File: src/rtl/sync_updown_counter_if.sv
// Control and status bundle for sync_updown_counter_n.
// The master drives the strobes and direction; the counter (slave) returns count and flags.
interface sync_updown_counter_if #(
   parameter int unsigned WIDTH = 4
);
   logic             clr;
   logic             load;
   logic [WIDTH-1:0] load_val;
   logic             en;
   logic             up_dn;
   logic [WIDTH-1:0] q;
   logic             tc_o;
   logic             wrap_o;
   logic             ovf_o;

   modport master (
      output clr, load, load_val, en, up_dn,
      input  q, tc_o, wrap_o, ovf_o
   );

   modport slave (
      input  clr, load, load_val, en, up_dn,
      output q, tc_o, wrap_o, ovf_o
   );
endinterface

File: src/rtl/sync_updown_counter_n.sv
// Parametrised synchronous up/down counter with programmable modulus, load, clear,
// wrap/saturate mode, and terminal-count / wrap / sticky-overflow flags.
module sync_updown_counter_n #(
   parameter int unsigned      WIDTH     = 4,
   parameter logic [WIDTH-1:0] MAX_VAL   = {WIDTH{1'b1}},
   parameter logic [WIDTH-1:0] RESET_VAL = '0,
   parameter bit               SATURATE  = 1'b0
) (
   input logic                 clk,
   input logic                 rst,
   sync_updown_counter_if.slave bus
);
   logic             limit_hit;
   logic [WIDTH-1:0] load_clamped;

   // Limit depends on direction so that tc_o chains cleanly into the next stage's en.
   assign limit_hit    = bus.up_dn ? (bus.q == MAX_VAL) : (bus.q == '0);
   assign bus.tc_o     = bus.en & limit_hit;
   assign load_clamped = (bus.load_val > MAX_VAL) ? MAX_VAL : bus.load_val;

   // NOTE: registers use non-blocking assignments so every flop samples pre-edge values.
   always_ff @(posedge clk) begin
      if (rst) begin
         bus.q      <= RESET_VAL;
         bus.wrap_o <= 1'b0;
         bus.ovf_o  <= 1'b0;
      end else if (bus.clr) begin
         bus.q      <= '0;
         bus.wrap_o <= 1'b0;
         bus.ovf_o  <= 1'b0;
      end else if (bus.load) begin
         bus.q      <= load_clamped;
         bus.wrap_o <= 1'b0;
      end else if (bus.en) begin
         bus.wrap_o <= 1'b0;
         if (limit_hit) begin
            bus.ovf_o <= 1'b1;
            if (!SATURATE) begin
               bus.q      <= bus.up_dn ? '0 : MAX_VAL;
               bus.wrap_o <= 1'b1;
            end
         end else begin
            bus.q <= bus.up_dn ? bus.q + WIDTH'(1) : bus.q - WIDTH'(1);
         end
      end else begin
         bus.wrap_o <= 1'b0;
      end
   end
endmodule

File: src/flat_wrapper.sv
// flat-port wrapper written by rule: the top's interface ports become plain ports
module sync_updown_counter_n_flat 
#(
   parameter int unsigned      WIDTH     = 4,
   parameter logic [WIDTH-1:0] MAX_VAL   = {WIDTH{1'b1}},
   parameter logic [WIDTH-1:0] RESET_VAL = '0,
   parameter bit               SATURATE  = 1'b0
)
  (clk, rst, bus_clr, bus_load, bus_load_val, bus_en, bus_up_dn, bus_q, bus_tc_o, bus_wrap_o, bus_ovf_o);
  sync_updown_counter_if #(.WIDTH(WIDTH)) bus_i ();
  input logic clk;
  input logic rst;
  input wire logic [$bits(bus_i.clr)-1:0] bus_clr;
  input wire logic [$bits(bus_i.load)-1:0] bus_load;
  input wire logic [$bits(bus_i.load_val)-1:0] bus_load_val;
  input wire logic [$bits(bus_i.en)-1:0] bus_en;
  input wire logic [$bits(bus_i.up_dn)-1:0] bus_up_dn;
  output wire logic [$bits(bus_i.q)-1:0] bus_q;
  output wire logic [$bits(bus_i.tc_o)-1:0] bus_tc_o;
  output wire logic [$bits(bus_i.wrap_o)-1:0] bus_wrap_o;
  output wire logic [$bits(bus_i.ovf_o)-1:0] bus_ovf_o;
  assign bus_i.clr = bus_clr;
  assign bus_i.load = bus_load;
  assign bus_i.load_val = bus_load_val;
  assign bus_i.en = bus_en;
  assign bus_i.up_dn = bus_up_dn;
  assign bus_q = bus_i.q;
  assign bus_tc_o = bus_i.tc_o;
  assign bus_wrap_o = bus_i.wrap_o;
  assign bus_ovf_o = bus_i.ovf_o;
  sync_updown_counter_n #(.WIDTH(WIDTH), .MAX_VAL(MAX_VAL), .RESET_VAL(RESET_VAL), .SATURATE(SATURATE)) u_core (.clk(clk), .rst(rst), .bus(bus_i));
endmodule
File: config.mk
export PLATFORM = sky130hd
export DESIGN_NAME = sync_updown_counter_n_flat
export DESIGN_NICKNAME = d
export VERILOG_FILES = /design/src/rtl/sync_updown_counter_if.sv /design/src/rtl/sync_updown_counter_n.sv /design/src/flat_wrapper.sv
export SDC_FILE = /design/constraint.sdc
export NUM_CORES = 1
export LEC_CHECK = 0
export ABC_CLOCK_PERIOD_IN_PS = 1200
export BUFFER_PORTS_ARGS = -buffer_cell sky130_fd_sc_hd__buf_2
export CAP_MARGIN = 20
export CORE_AREA = 2 2 39 41
export DETAILED_ROUTE_END_ITERATION = 12
export DIE_AREA = 0 0 41 43
export GPL_TIMING_DRIVEN = 0
export PLACE_DENSITY_LB_ADDON = 0.2
export SYNTH_ARGS = -nofsm -noshare
export SYNTH_HDL_FRONTEND = slang
export SYNTH_SLANG_ARGS = --single-unit
File: constraint.sdc
create_clock -name clk -period 1.2 [get_ports clk]
set_input_delay 0.24 -clock clk [delete_from_list [all_inputs] [get_ports clk]]
set_output_delay 0.24 -clock clk [all_outputs]
set_load 0.01 [all_outputs]
==> flow_metrics.tcl <==
set metrics [dict create \
    die_y_um 43 \
    first_pass_iters 4 \
    avgViaCountPerCell 4.83 \
    p_per_area_nw_per_um2 936 \
    detail-route-antenna-nets 0 \
    synth_cell_types 28 \
    clockBufferDepth 2 \
    setup_slack_ns -0.333 \
    clockRootBuffer "clkbuf_4" \
    fin_nets 86 \
    io_buffers 15 \
    coreArea_um2 1380 \
    place_area_um2 537 \
    cap_viol_max_count 0 \
    path_class "reg -> out" \
    yosysSeqAreaShare 0.281 \
    fin_worst_skew_ns 0.0164 \
    rows 14 \
    hpwl_um 688 \
    seqPwrFrac 0.362 \
    end_kind "output pin" \
    max_freq_mhz 652 \
    grt_usage 0.124 \
    slew_headroom 0.791 \
    ys_warn_count 0 \
    grt_pass1_vias 369 \
    grt_max_degree 10 \
    drc 0 \
    clk_latency_ns 0.26 \
    n_antenna_cell 0 \
    syn-cell-area_um2 428 \
    synth-seq-cells 6 \
    grt_overflow_total 0 \
    comb_power_share 0.286 \
    avgSynthCellArea_um2 9.10 \
    p_leak_nw 0.308 \
    ys_top_cells_by_area "dfxtp_1, xnor2_1, ha_1" \
    power.total_w 0.000608 \
    drv_slew 0 \
    synth_top_area_cell "dfxtp_1" \
    ios 17 \
    numCtsBuffers 3 \
    synthDominantCellAreaShare 0.281 \
    finalHoldViolations 0 \
    ff_latch_area_um2 133 \
    design_area_um2 649 \
    status "finished, violations left" \
    clock-sinks 6 \
    path_clk_slew_ns 0.06 \
    p_sw_w 0.000179 \
    drt_iter0_markers 1 \
    grt_pass1_wl_um 1440 \
    setup-violations-final 5 \
    cts_hold_buf 0 \
    syn_inst 47 \
    drive_above_1_share 0.542 \
    syn_nets 60 \
    rsz0062_at_grt "true" \
    initial_core_util 0.309 \
    ir_drop_uv 483 \
    internal_power_w 0.000429 \
    critPathRequiredTime_ns 0.96 \
    crit_fanout 4 \
    wl_per_cell_um 12.3 \
    cts_htree_levels 1 \
    worstMarginPinSlew_ns 0.312 \
    drt_wl_total_um 1090 \
    die_area_um2 1760 \
    cts_tree "done" \
    syn_to_final_growth_pct 51.8 \
    dp.cells 78 \
    p_sw_frac 0.295 \
    multi_input_area_um2 320 \
    place_congestion 0.728 \
    period_share 1.28 \
    antenna_found_initial 0 \
    finalCriticalPeriod_ns 1.53 \
    final_cells 88 \
    clkPwrFrac 0.352 \
    violations "setup timing" \
    hold_class "in -> reg" \
    fp.dieW_um 41 \
    final.fill_count 145 \
    start_kind "flip-flop" \
    arrival_ns 1.29 \
    vias 425 \
]
==> area by class of cell <==
class,count,share of cell area
timing repair buffer,21,0.197
tap,16,0.0308
buffer,1,0.0173
sequential,6,0.204
inverter,3,0.0173
multi-input combinational,37,0.493
clock buffer,4,0.0405
==> per-stage QoR <==
stage               TNS (ns)  setup WS, ns  hold WS (ns)   util
floorplan             -0.278        -0.132         0.307      -
CTS                    -1.06        -0.336         0.173  0.439
global route           -1.39        -0.390         0.170  0.469
finish                 -1.11        -0.333         0.172  0.469
global placement      -0.934        -0.308         0.436  0.388
detailed placement    -0.878        -0.280         0.439  0.388
==> layout by cell type (no fill, tap or decap), types with 2 or more instances in the layout <==
cell type / netlist / layout
buf_2: 0 / 15
nand2b_1: 4 / 4
buf_4: 0 / 4
inv_1: 3 / 3
buf_6: 1 / 3
nor2_1: 3 / 3
clkbuf_4: 0 / 3
dfxtp_4: 0 / 3
xnor2_1: 3 / 2
o21ai_0: 3 / 2
o21ai_1: 1 / 2
a21oi_1: 3 / 2
dfxtp_1: 6 / 2
==> synthesized netlist by cell type <==
library cell,n
dfxtp_1,6
nand2b_1,4
a21oi_1,3
inv_1,3
nor2_1,3
o21ai_0,3
xnor2_1,3
ha_1,2
a21o_1,1
a21o_2,1
a22oi_1,1
and2_4,1
buf_6,1
fa_1,1
nand2_1,1
nand4_1,1
nor2_2,1
nor3_1,1
nor3_2,1
nor4_2,1
o211a_1,1
o21a_1,1
o21a_4,1
o21ai_1,1
o22ai_1,1
o311a_1,1
o31a_1,1
xor2_1,1
==> cell families after synthesis <==
kind of cell    after synthesis  share of synthesized area
compound gates               16                      0.272
xor+xnor                      4                     0.0819
fa+ha+maj                     3                      0.105
buf+inv                       4                     0.0526
flops                         6                      0.281
simple gates                 14                      0.208
==> repair_timing <==
| item | 4_1_cts | 5_1_grt |
|---|---|---|
| endpoints found under the setup margin | 4 | 5 |
| gates resized for setup | 5 | 3 |
| setup buffers | 3 | 3 |
| pin swaps | 7 | 10 |
==> registers in the layout (all words and copies together) (netlist names) <==
| register | count |
|---|---|
| u_core.bus.ovf_o | 1 |
| u_core.bus.q | 4 |
| u_core.bus.wrap_o | 1 |
==> critical path, cell delays in order (launching register included) <==
cell and delay, ns:
dfxtp_4 0.36, nor4_4 0.27, and2_4 0.19, o21a_1 0.10
buf_2 0.12
==> worst paths after layout <==
path / slack, ns / depth (start not counted) / endpoint / startpoint
max reg2reg: -0.26 / 5 / u_core.bus.q[1]$_SDFFE_PP0P_ / u_core.bus.q[1]$_SDFFE_PP0P_
min reg2reg: 0.46 / 1 / u_core.bus.ovf_o$_SDFFE_PP0P_ / u_core.bus.ovf_o$_SDFFE_PP0P_
max: -0.33 / 4 / bus_tc_o / u_core.bus.q[0]$_SDFFE_PP0P_
min: 0.17 / 2 / u_core.bus.q[0]$_SDFFE_PP0P_ / rst
==> power by group through the flow <==
stage | Sequential [W] | Combinational, W | Clock [W]
2_1_floorplan | 0.000226 | 0.0000869 | 0
3_3_place_gp | 0.000224 | 0.000132 | 0
3_5_place_dp | 0.000225 | 0.000132 | 0
4_1_cts | 0.000221 | 0.000154 | 0.000219
5_1_grt | 0.000221 | 0.000189 | 0.000231
6_report | 0.000220 | 0.000174 | 0.000214
==> routing by layer <==
layer / share of wire / vias up / global-route usage
met5: 0 / - / 0
met4: 0.025 / 0 / 0.0800
met3: 0.074 / 4 / 0.0471
met2: 0.47 / 18 / 0.184
met1: 0.43 / 186 / 0.139
li1: - / 217 / -
Power figures use the tool's default switching activity.
